## src/rtl/crc8_apb_ctrl.sv

```systemverilog
// -----------------------------------------------------------------------------
// crc8_apb_ctrl
//
// APB-programmable front end for an external byte-wide CRC-8 engine. Software
// pushes bytes into a small FIFO through the DATA register. A controller FSM
// hands the bytes to the engine one at a time: a one-cycle start pulse, then a
// fixed 8-cycle wait for the engine to finish. The CTRL register requests an
// engine clear. The FSM runs the clear only after every queued byte has been
// issued. The CRC register returns the engine value once everything has settled.
//
// Register map (paddr_i[3:2]):
//   0 DATA   write-only  pwdata_i[7:0] pushed into the FIFO
//   1 CRC    read-only   {24'h0, crc_i}; stalls until FIFO empty, FSM idle,
//                        and no clear pending
//   2 CTRL   write-only  pwdata_i[0]=1 requests an engine clear
//   3 STATUS read-only   {25'h0, count[3:0], empty, full, busy}
//
// APB handshake: a transfer is in its access phase while psel_i && penable_i.
// It completes on the rising edge that ends a cycle in which pready_o=1.
// pready_o, pslverr_o and prdata_o are all 0 outside a completing access.
// Illegal accesses are a read of DATA or CTRL, or a write of CRC or STATUS.
// They complete at once with pslverr_o=1 and have no side effects.
//
// Ports:
//   clk_i, rst_i          clock, asynchronous active-high reset
//   psel_i .. pwdata_i    APB requester inputs
//   prdata_o, pready_o,
//   pslverr_o             APB completer outputs
//   crc_din_o             byte for the engine (valid only while crc_valid_o)
//   crc_valid_o           one-cycle start pulse to the engine
//   crc_rd_o              one-cycle clear pulse to the engine
//   crc_i                 current engine CRC value
//   dbg_state_o           current controller state, for observation
// -----------------------------------------------------------------------------
module crc8_apb_ctrl #(
    parameter int FIFO_DEPTH = 4
) (
    input  logic        clk_i,
    input  logic        rst_i,
    input  logic        psel_i,
    input  logic        penable_i,
    input  logic        pwrite_i,
    input  logic [3:0]  paddr_i,
    input  logic [31:0] pwdata_i,
    output logic [31:0] prdata_o,
    output logic        pready_o,
    output logic        pslverr_o,
    output logic [7:0]  crc_din_o,
    output logic        crc_valid_o,
    output logic        crc_rd_o,
    input  logic [7:0]  crc_i,
    output logic [2:0]  dbg_state_o
);

    localparam int AW = $clog2(FIFO_DEPTH);
    localparam int CW = AW + 1;

    typedef enum logic [2:0] {
        S_IDLE    = 3'd0,
        S_ISSUE   = 3'd1,
        S_WAIT    = 3'd2,
        S_CLEAR   = 3'd3,
        S_CLRWAIT = 3'd4
    } state_t;

    state_t          r_state;
    state_t          w_next;
    logic [3:0]      r_wait_cnt;
    logic [7:0]      r_mem [FIFO_DEPTH];
    logic [AW-1:0]   r_wr_ptr;
    logic [AW-1:0]   r_rd_ptr;
    logic [CW-1:0]   r_count;
    logic            r_clr_pend;
    logic            r_crc_valid;
    logic            r_crc_rd;
    logic [7:0]      r_crc_din;

    logic            w_full;
    logic            w_empty;
    logic            w_busy;
    logic            w_access;
    logic            w_push;
    logic            w_pop;
    logic            w_clr_set;
    logic            w_ready;
    logic            w_err;
    logic [31:0]     w_rdata;
    logic [31:0]     w_status;
    logic            w_wait_done;

    // Upper data bits and the byte-lane address bits carry no meaning here.
    logic            w_unused;
    assign w_unused = &{1'b0, pwdata_i[31:8], paddr_i[1:0]};

    assign w_full      = (r_count == CW'(FIFO_DEPTH));
    assign w_empty     = (r_count == '0);
    assign w_busy      = (r_state != S_IDLE) || !w_empty || r_clr_pend;
    assign w_status    = {25'h0, 4'(r_count), w_empty, w_full, w_busy};
    assign w_access    = psel_i && penable_i;
    assign w_wait_done = (r_wait_cnt == 4'd7);
    assign w_pop       = (r_state == S_ISSUE);

    // APB decode. Everything here is gated by reset so that the bus outputs
    // read as zero while rst_i is high, independent of the requester.
    always_comb begin
        w_ready   = 1'b0;
        w_err     = 1'b0;
        w_rdata   = 32'h0;
        w_push    = 1'b0;
        w_clr_set = 1'b0;
        if (w_access && !rst_i) begin
            unique case (paddr_i[3:2])
                2'd0: begin
                    if (pwrite_i) begin
                        // Full uses registered state: a pop in this same cycle
                        // does not make room for this write.
                        w_ready = !w_full && !r_clr_pend;
                        w_push  = w_ready;
                    end else begin
                        w_ready = 1'b1;
                        w_err   = 1'b1;
                    end
                end
                2'd1: begin
                    if (!pwrite_i) begin
                        w_ready = w_empty && (r_state == S_IDLE) && !r_clr_pend;
                        if (w_ready) w_rdata = {24'h0, crc_i};
                    end else begin
                        w_ready = 1'b1;
                        w_err   = 1'b1;
                    end
                end
                2'd2: begin
                    if (pwrite_i) begin
                        w_ready   = 1'b1;
                        w_clr_set = pwdata_i[0];
                    end else begin
                        w_ready = 1'b1;
                        w_err   = 1'b1;
                    end
                end
                default: begin
                    if (!pwrite_i) begin
                        w_ready = 1'b1;
                        w_rdata = w_status;
                    end else begin
                        w_ready = 1'b1;
                        w_err   = 1'b1;
                    end
                end
            endcase
        end
    end

    assign pready_o  = w_ready;
    assign pslverr_o = w_err;
    assign prdata_o  = w_rdata;

    // Controller FSM: next-state logic.
    always_comb begin
        w_next = r_state;
        unique case (r_state)
            S_IDLE: begin
                // Queued bytes are issued before any pending clear.
                if (!w_empty)        w_next = S_ISSUE;
                else if (r_clr_pend) w_next = S_CLEAR;
            end
            S_ISSUE:   w_next = S_WAIT;
            S_WAIT:    if (w_wait_done) w_next = S_IDLE;
            S_CLEAR:   w_next = S_CLRWAIT;
            S_CLRWAIT: w_next = S_IDLE;
            default:   w_next = S_IDLE;
        endcase
    end

    always_ff @(posedge clk_i or posedge rst_i) begin
        if (rst_i) r_state <= S_IDLE;
        else       r_state <= w_next;
    end

    always_ff @(posedge clk_i or posedge rst_i) begin
        if (rst_i)                 r_wait_cnt <= 4'd0;
        else if (r_state != S_WAIT) r_wait_cnt <= 4'd0;
        else if (w_wait_done)      r_wait_cnt <= 4'd0;
        else                       r_wait_cnt <= r_wait_cnt + 4'd1;
    end

    // FIFO storage needs no reset; the pointers and count define its contents.
    always_ff @(posedge clk_i) begin
        if (w_push) r_mem[r_wr_ptr] <= pwdata_i[7:0];
    end

    always_ff @(posedge clk_i or posedge rst_i) begin
        if (rst_i) begin
            r_wr_ptr <= '0;
            r_rd_ptr <= '0;
            r_count  <= '0;
        end else begin
            if (w_push) r_wr_ptr <= r_wr_ptr + AW'(1);
            if (w_pop)  r_rd_ptr <= r_rd_ptr + AW'(1);
            unique case ({w_push, w_pop})
                2'b10:   r_count <= r_count + CW'(1);
                2'b01:   r_count <= r_count - CW'(1);
                default: r_count <= r_count;
            endcase
        end
    end

    // A new clear request that arrives while one is being issued is kept
    // rather than lost.
    always_ff @(posedge clk_i or posedge rst_i) begin
        if (rst_i)                   r_clr_pend <= 1'b0;
        else if (w_clr_set)          r_clr_pend <= 1'b1;
        else if (r_state == S_CLEAR) r_clr_pend <= 1'b0;
    end

    // Engine outputs are registered from the next state, so they are high for
    // exactly the cycle the FSM spends in ISSUE or CLEAR.
    always_ff @(posedge clk_i or posedge rst_i) begin
        if (rst_i) begin
            r_crc_valid <= 1'b0;
            r_crc_rd    <= 1'b0;
            r_crc_din   <= 8'h0;
        end else begin
            r_crc_valid <= (w_next == S_ISSUE);
            r_crc_rd    <= (w_next == S_CLEAR);
            r_crc_din   <= (w_next == S_ISSUE) ? r_mem[r_rd_ptr] : 8'h0;
        end
    end

    assign crc_valid_o = r_crc_valid;
    assign crc_rd_o    = r_crc_rd;
    assign crc_din_o   = r_crc_din;
    assign dbg_state_o = r_state;

endmodule
```

## config.mk

```make
export PLATFORM = sky130hd
export DESIGN_NAME = crc8_apb_ctrl
export DESIGN_NICKNAME = d
export VERILOG_FILES = /design/src/rtl/crc8_apb_ctrl.sv
export SDC_FILE = /design/constraint.sdc
export NUM_CORES = 1
export LEC_CHECK = 0
export ABC_AREA = 1
export CAP_MARGIN = 5
export CORE_UTILIZATION = 45
export CTS_CLUSTER_DIAMETER = 200
export DETAILED_ROUTE_END_ITERATION = 8
export PLACE_DENSITY = 0.8
export SETUP_SLACK_MARGIN = 0.3
export SLEW_MARGIN = 20
export SYNTH_ARGS = -nofsm -noshare
export SYNTH_HDL_FRONTEND = slang
export SYNTH_SLANG_ARGS = --single-unit
```

## constraint.sdc

```tcl
create_clock -name clk_i -period 2.4 [get_ports clk_i]
set_clock_uncertainty 0.1 [all_clocks]
set_input_delay 0.48 -clock clk_i [delete_from_list [all_inputs] [get_ports clk_i]]
set_output_delay 0.48 -clock clk_i [all_outputs]
set_load 0.005 [all_outputs]
```

# Yosys cells after proc, flatten, opt, wreduce, memory -nomap -nowiden
# Memories as Yosys holds them, arrays and structs flattened.
# Index checks and enable logic that the tools add are counted.
[op_classes]
n_addsub = 5
multipliers = 0
n_div = 0
n_lt_le_gt_ge = 0
n_eq_ne = 12
shifts = 0
n_mux = 31
bitwise_logic = 0
n_reduce_logical = 18
[op_table]
columns = ["op", "n"]
rows = [
  ["2-to-1 mux 8 bit", 4],
  ["2-to-1 mux 1 bit", 17],
  ["case mux 8 bit (2 select lines)", 1],
  ["case mux 3 bit (4 select lines)", 1],
  ["equality test 3 x 2 -> 1 bit (second input constant)", 3],
  ["2-to-1 mux 3 bit", 3],
  ["2-to-1 mux 4 bit", 2],
  ["equality test 3 x 1 -> 1 bit (second input constant)", 2],
  ["logical NOT 3 bit", 2],
  ["2-to-1 mux 6 bit", 1],
  ["case mux 3 bit (2 select lines)", 1],
  ["logical AND 1 bit", 5],
  ["adder 2 x 1 -> 2 bit (second input constant)", 2],
  ["adder 4 x 1 -> 4 bit (second input constant)", 1],
  ["equality test 2 x 1 -> 1 bit (second input constant)", 2],
  ["equality test 2 bit (second input constant)", 2],
  ["equality test 4 x 3 -> 1 bit (second input constant)", 1],
  ["logical NOT 1 bit", 4],
  ["nonzero test 2 bit", 2],
  ["adder 3 x 1 -> 3 bit (second input constant)", 1],
  ["equality test 3 bit (second input constant)", 1],
  ["inequality test 3 x 2 -> 1 bit (second input constant)", 1],
  ["nonzero test 3 bit", 1],
  ["subtractor 3 x 1 -> 3 bit (second input constant)", 1],
  ["4 further kinds", 5],
]
[word_totals]
reg_bits = 25
latch_bits = 0
ramBits = 32
rom_bits = 0
input_bits = 49
word_cells = 76
mem_count = 1
[memory_table]
columns = ["name", "depth", "word_bits", "rd", "rd_clocked_by_memory_dff", "wr", "line", "rtl"]
rows = [
  ["r_mem", 4, 8, 1, 0, 1, "69", "logic [7:0] r_mem [FIFO_DEPTH];"],
]

# Logic depth before layout (Yosys ltp)
# Gate-level depths: netlist of run 1.
[depth]
ltp_word = 8
mapped_depth = 10
mapped_depth_nobuf = 10

# Worst setup path after synthesis of run 1
# No wires, ideal clock.
[synth_timing]
path_kind = "input port to flip-flop"
start = "input port rst_i"
end = "register r_count[2]"
arrival_ns = 2.599
slack_ns = -0.430
path_stages = 9
n_path_buf = 0
path_cell_list = "inv_1 > nand3_2 > clkinv_1 > nand3_2 > ha_1 > fa_1 > a21oi_1 > o21ai_0 > xor2_1"
[synth_between]
elab_chain_len = 5
[synth_lines]
columns = ["element", "line", "rtl"]
rows = [
  ["from (decl)", "39", "input logic rst_i,"],
  ["logical NOT 1 bit (no line) (*)", "-", ""],
  ["logical AND 1 bit (*)", "111", "if (w_access && !rst_i) begin"],
  ["2-to-1 mux 1 bit (*)", "111", ""],
  ["equality test 2 x 1 -> 1 bit / equality test 2 bit (equally long branches)", "201", "unique case ({w_push, w_pop})"],
  ["case mux 3 bit (2 select lines) / nonzero test 2 bit (equally long branches)", "-", ""],
  ["to (signal assigned)", "202", "2'b10: r_count <= r_count + CW'(1);"],
  ["to (signal assigned)", "203", "2'b01: r_count <= r_count - CW'(1);"],
  ["to (signal assigned)", "204", "default: r_count <= r_count;"],
  ["to (decl)", "72", "logic [CW-1:0] r_count;"],
]
# Mark *: on every way between the ends. The rest lies on a longest branch, timed or not.
# A chain may end at the register's enable or synchronous reset.

# Worst setup path after layout of run 1
[layout_timing]
start = "register r_count[0]"
end = "output port prdata_o[0]"
[layout_between]
elab_chain_len = 7
[layout_lines]
columns = ["element", "line", "rtl"]
rows = [
  ["logical NOT 3 bit (*)", "96", "assign w_empty = (r_count == '0);"],
  ["logical AND 1 bit / logical NOT 1 bit (equally long branches)", "-", ""],
  ["logical AND 1 bit / logical OR 1 bit (equally long branches)", "126, 97", ""],
  ["2-to-1 mux 8 bit / logical OR 1 bit (equally long branches)", "127, 97", ""],
  ["2-to-1 mux 8 bit / 2-to-1 mux 6 bit (equally long branches)", "125, 143", ""],
  ["case mux 8 bit (2 select lines) (*)", "112", "unique case (paddr_i[3:2])"],
  ["2-to-1 mux 8 bit (*)", "111", ""],
  ["to (decl)", "45", "output logic [31:0] prdata_o,"],
]
# Marks and branches as above.

==> results of run 1 <==
==> cell families after synthesis <==
group / Yosys count
xor+xnor: 4
fa+ha+maj: 7
other cells: 1
buf+inv: 69
flops: 57
compound gates: 39
mux: 1
simple gates: 97
==> registers in the layout (all words and copies together), names as in the netlist <==
register / count
crc_rd_o: 1
r_count: 3
dbg_state_o: 3
r_wait_cnt: 4
r_clr_pend: 1
crc_din_o: 8
crc_valid_o: 1
r_mem: 32
r_wr_ptr: 2
r_rd_ptr: 2
==> layer usage <==
layer | GRT usage (%) | share of wire [%] | up-vias
met5 | 0 | 0 | -
met4 | 11.6 | 3.6 | 0
met3 | 5.34 | 7.3 | 26
met2 | 32.9 | 52 | 121
met1 | 21.0 | 37 | 1023
li1 | - | - | 1000
==> worst min-delay path, delay by kind of cell <==
family	cells	cell delay [ns]
buffers and inverters	3	0.69
==> where the power goes <==
| part | total (mW) | switching [mW] | internal [mW] | leakage [nW] |
|---|---|---|---|---|
| combinational | 1.06 | 0.572 | 0.491 | 0.907 |
| sequential | 1.22 | 0.0924 | 1.13 | 0.626 |
| clock | 0.872 | 0.368 | 0.503 | 0.0953 |
| total | 3.15 | 1.03 | 2.12 | 1.63 |
==> worst max path at each step <==
stage / start / end
2_1_floorplan: rst_i / r_count[1]
3_3_place_gp: paddr_i[2] / prdata_o[0]
3_5_place_dp: paddr_i[2] / prdata_o[0]
4_1_cts: r_count[1] / prdata_o[1]
5_1_grt: r_count[0] / prdata_o[0]
6_report: r_count[0] / prdata_o[0]
==> synth_stat cells <==
master,number,share of area (%)
a21oi_1,8,1.5
buf_2,1,0.18
buf_4,26,7.1
buf_6,2,0.82
clkinv_1,1,0.14
conb_1,1,0.14
dfrtp_1,25,23
edfxtp_1,32,35
fa_1,1,0.73
ha_1,6,2.7
inv_1,33,4.5
inv_2,5,0.68
inv_4,1,0.23
mux2_2,1,0.41
nand2_1,19,2.6
nand3_1,8,1.5
nand3_2,5,1.8
nand3_4,1,0.63
nand4_1,2,0.45
nor2_1,53,7.2
nor2_2,3,0.68
nor2_4,1,0.41
nor3_1,3,0.54
nor3_2,2,0.73
o211ai_1,1,0.27
o21ai_0,26,4.7
o21ai_1,4,0.73
xnor2_1,1,0.32
xor2_1,3,0.95
==> cell type report <==
cell class | instances | area (um^2)
timing repair buffer | 74 | 629
tap | 75 | 93.8
inverter | 40 | 161
multi-input combinational | 172 | 1010
sequential | 57 | 1590
clock inverter | 5 | 55.1
clock buffer | 11 | 141
fill | 450 | 2250
==> placed cells by master, fill, tap and decap left out, drive strengths merged <==
cell and n:
nor2 57, inv 38, buf 37, edfxtp 32
o21ai 30, clkdlybuf4s50 29, dfrtp 25, conb 24
nand2 19, nand3 14, clkbuf 11, a21oi 8
dlygate4sd2 6, ha 6, nor3 5, clkinvlp 3
xor2 3, clkinv 3, nand4 2, clkdlybuf4s15 2
o211ai 1, xnor2 1, mux2 1, fa 1
bufinv 1
==> repair_timing <==
action	CTS	global route
endpoints found under the setup margin	12	11
setup buffers	12	3
gates cloned	0	0
resized for setup	61	13
pin swaps	12	10
==> per-stage QoR <==
step / setup slack [ns] / TNS [ns] / total power [mW]
floorplan: 0.0489 / 0 / 1.78
global placement: -0.277 / -2.35 / 1.99
detailed placement: -0.317 / -2.57 / 2.03
CTS: 0.172 / 0 / 3.06
global route: 0.0980 / 0 / 3.31
finish: 0.150 / 0 / 3.15
==> flow_metrics.tcl, run 1 <==
set metrics [dict create \
    status "finished, final reports clean" \
    worstPathArrival_ns 1.67 \
    portBuffers 45 \
    core_mm2 0.00592 \
    cp_top_family "simple AND/OR/NAND/NOR gates" \
    grt_max_degree 26 \
    vias_per_cell 5.00 \
    rows 28 \
    clockBufferDepth 2 \
    instances_no_fill 434 \
    placed_cells 403 \
    cts_tree "done" \
    wl_um 5950 \
    netlist_instances 275 \
    dieArea_mm2 0.00645 \
    synth_compound_area_share_pct 7.16 \
    cp.depth 8 \
    worstReg2RegEnd "r_count[2]" \
    crit_type "reg2out" \
    synth.distinct_cells 29 \
    grt.total_usage_pct 19.2 \
    synth_area_mm2 0.00276 \
    crit_fanout 3 \
    yosysWarnings 0 \
    antenna_found_initial 0 \
    num_antenna_cells 0 \
    area_delta_synth_final_pct 33.1 \
    synth_seq_cells 57 \
    synthSimpleGateAreaFrac_pct 16.5 \
    synth_top_family_by_area "simple AND/OR/NAND/NOR gates" \
    clockRootBuffer "clkbuf_8" \
    relSlewSlack_pct 60.0 \
    period_share_pct 93.7 \
    start_util_pct 46.6 \
    critPathCaptureType "output port" \
    detail-route-antenna-nets 0 \
    die_width_um 80.3 \
    synth.area.mux_share_pct 0.408 \
    slew_viol_final 0 \
    dp_hpwl_um 3620 \
    whs_ns 0.341 \
    drive_gt1_share_pct 26.5 \
    crit_chain "nor2_4, nand3_4, nor2_4, buf_6, buf_6, nand3_2, a21oi_2, buf_2" \
    io_pins 96 \
    routedWlPerCell_um 13.7 \
    r2r.worst_path.cells 11 \
    final_core_util_pct 62.1 \
    drt_iter0_markers 163 \
    drc 0 \
    clock_latency_ns 0.33 \
    hp-class "in2async" \
    clk_pin_slew_ns 0.06 \
    synthAdderAreaFrac_pct 3.45 \
    tightestPinTransition_ns 0.601 \
    setup-violations-final 0 \
    ir_drop_uv 410 \
    worst_r2r_startpoint "r_count[0]" \
    final_area_mm2 0.00367 \
    clock_sinks 57 \
    fmax_ghz 0.444 \
    rrSetupSlack_ns 0.29 \
    dieHeight_um 80.3 \
    nets 410 \
    htree_levels 3 \
    finalHoldViolations 0 \
    p_leak_nw 1.63 \
    synth_seq_area_share_pct 57.5 \
    synthXorXnorAreaFrac_pct 1.27 \
    place_area_mm2 0.00331 \
    setup.worst_path.start_class "register" \
    grt_pass1_vias 1987 \
    rsz0062_at_grt "yes" \
    holdBufCountCts 0 \
    crit_slowest_cell "dfrtp_1" \
    first_pass_iters 6 \
    gp_congestion 0.827 \
    cellPowerDensity_mw_per_mm2 858 \
    fin_crit_ns 2.25 \
    grt_overflow 0 \
    cp.required_ns 1.82 \
    slowest_delay_ns 0.42 \
    grt_pass1_wl_um 9030 \
    critPathBufInv 3 \
    cts_buffers 9 \
    via_count 2170 \
    drv_cap 0 \
    syn-mean-instance-area_um2 10.0 \
]
No activity file was read; power rests on OpenSTA's default activity.
==> inputs of run 2 (changes only) <==
--- a/config.mk
+++ b/config.mk
@@ -8,7 +8,6 @@
 export ABC_AREA = 1
 export CAP_MARGIN = 5
 export CORE_UTILIZATION = 45
-export CTS_CLUSTER_DIAMETER = 200
 export DETAILED_ROUTE_END_ITERATION = 8
 export PLACE_DENSITY = 0.8
 export SETUP_SLACK_MARGIN = 0.3
==> results of run 2 <==
The final DEF is identical to that of run 1; final timing and power are the same.
==> inputs of run 3 (changes only) <==
--- a/config.mk
+++ b/config.mk
@@ -8,6 +8,7 @@
 export ABC_AREA = 1
 export CAP_MARGIN = 5
 export CORE_UTILIZATION = 45
+export CTS_CLUSTER_SIZE = 8
 export DETAILED_ROUTE_END_ITERATION = 8
 export PLACE_DENSITY = 0.8
 export SETUP_SLACK_MARGIN = 0.3
==> results of run 3 <==
The final DEF is identical to that of run 1; final timing and power are the same.
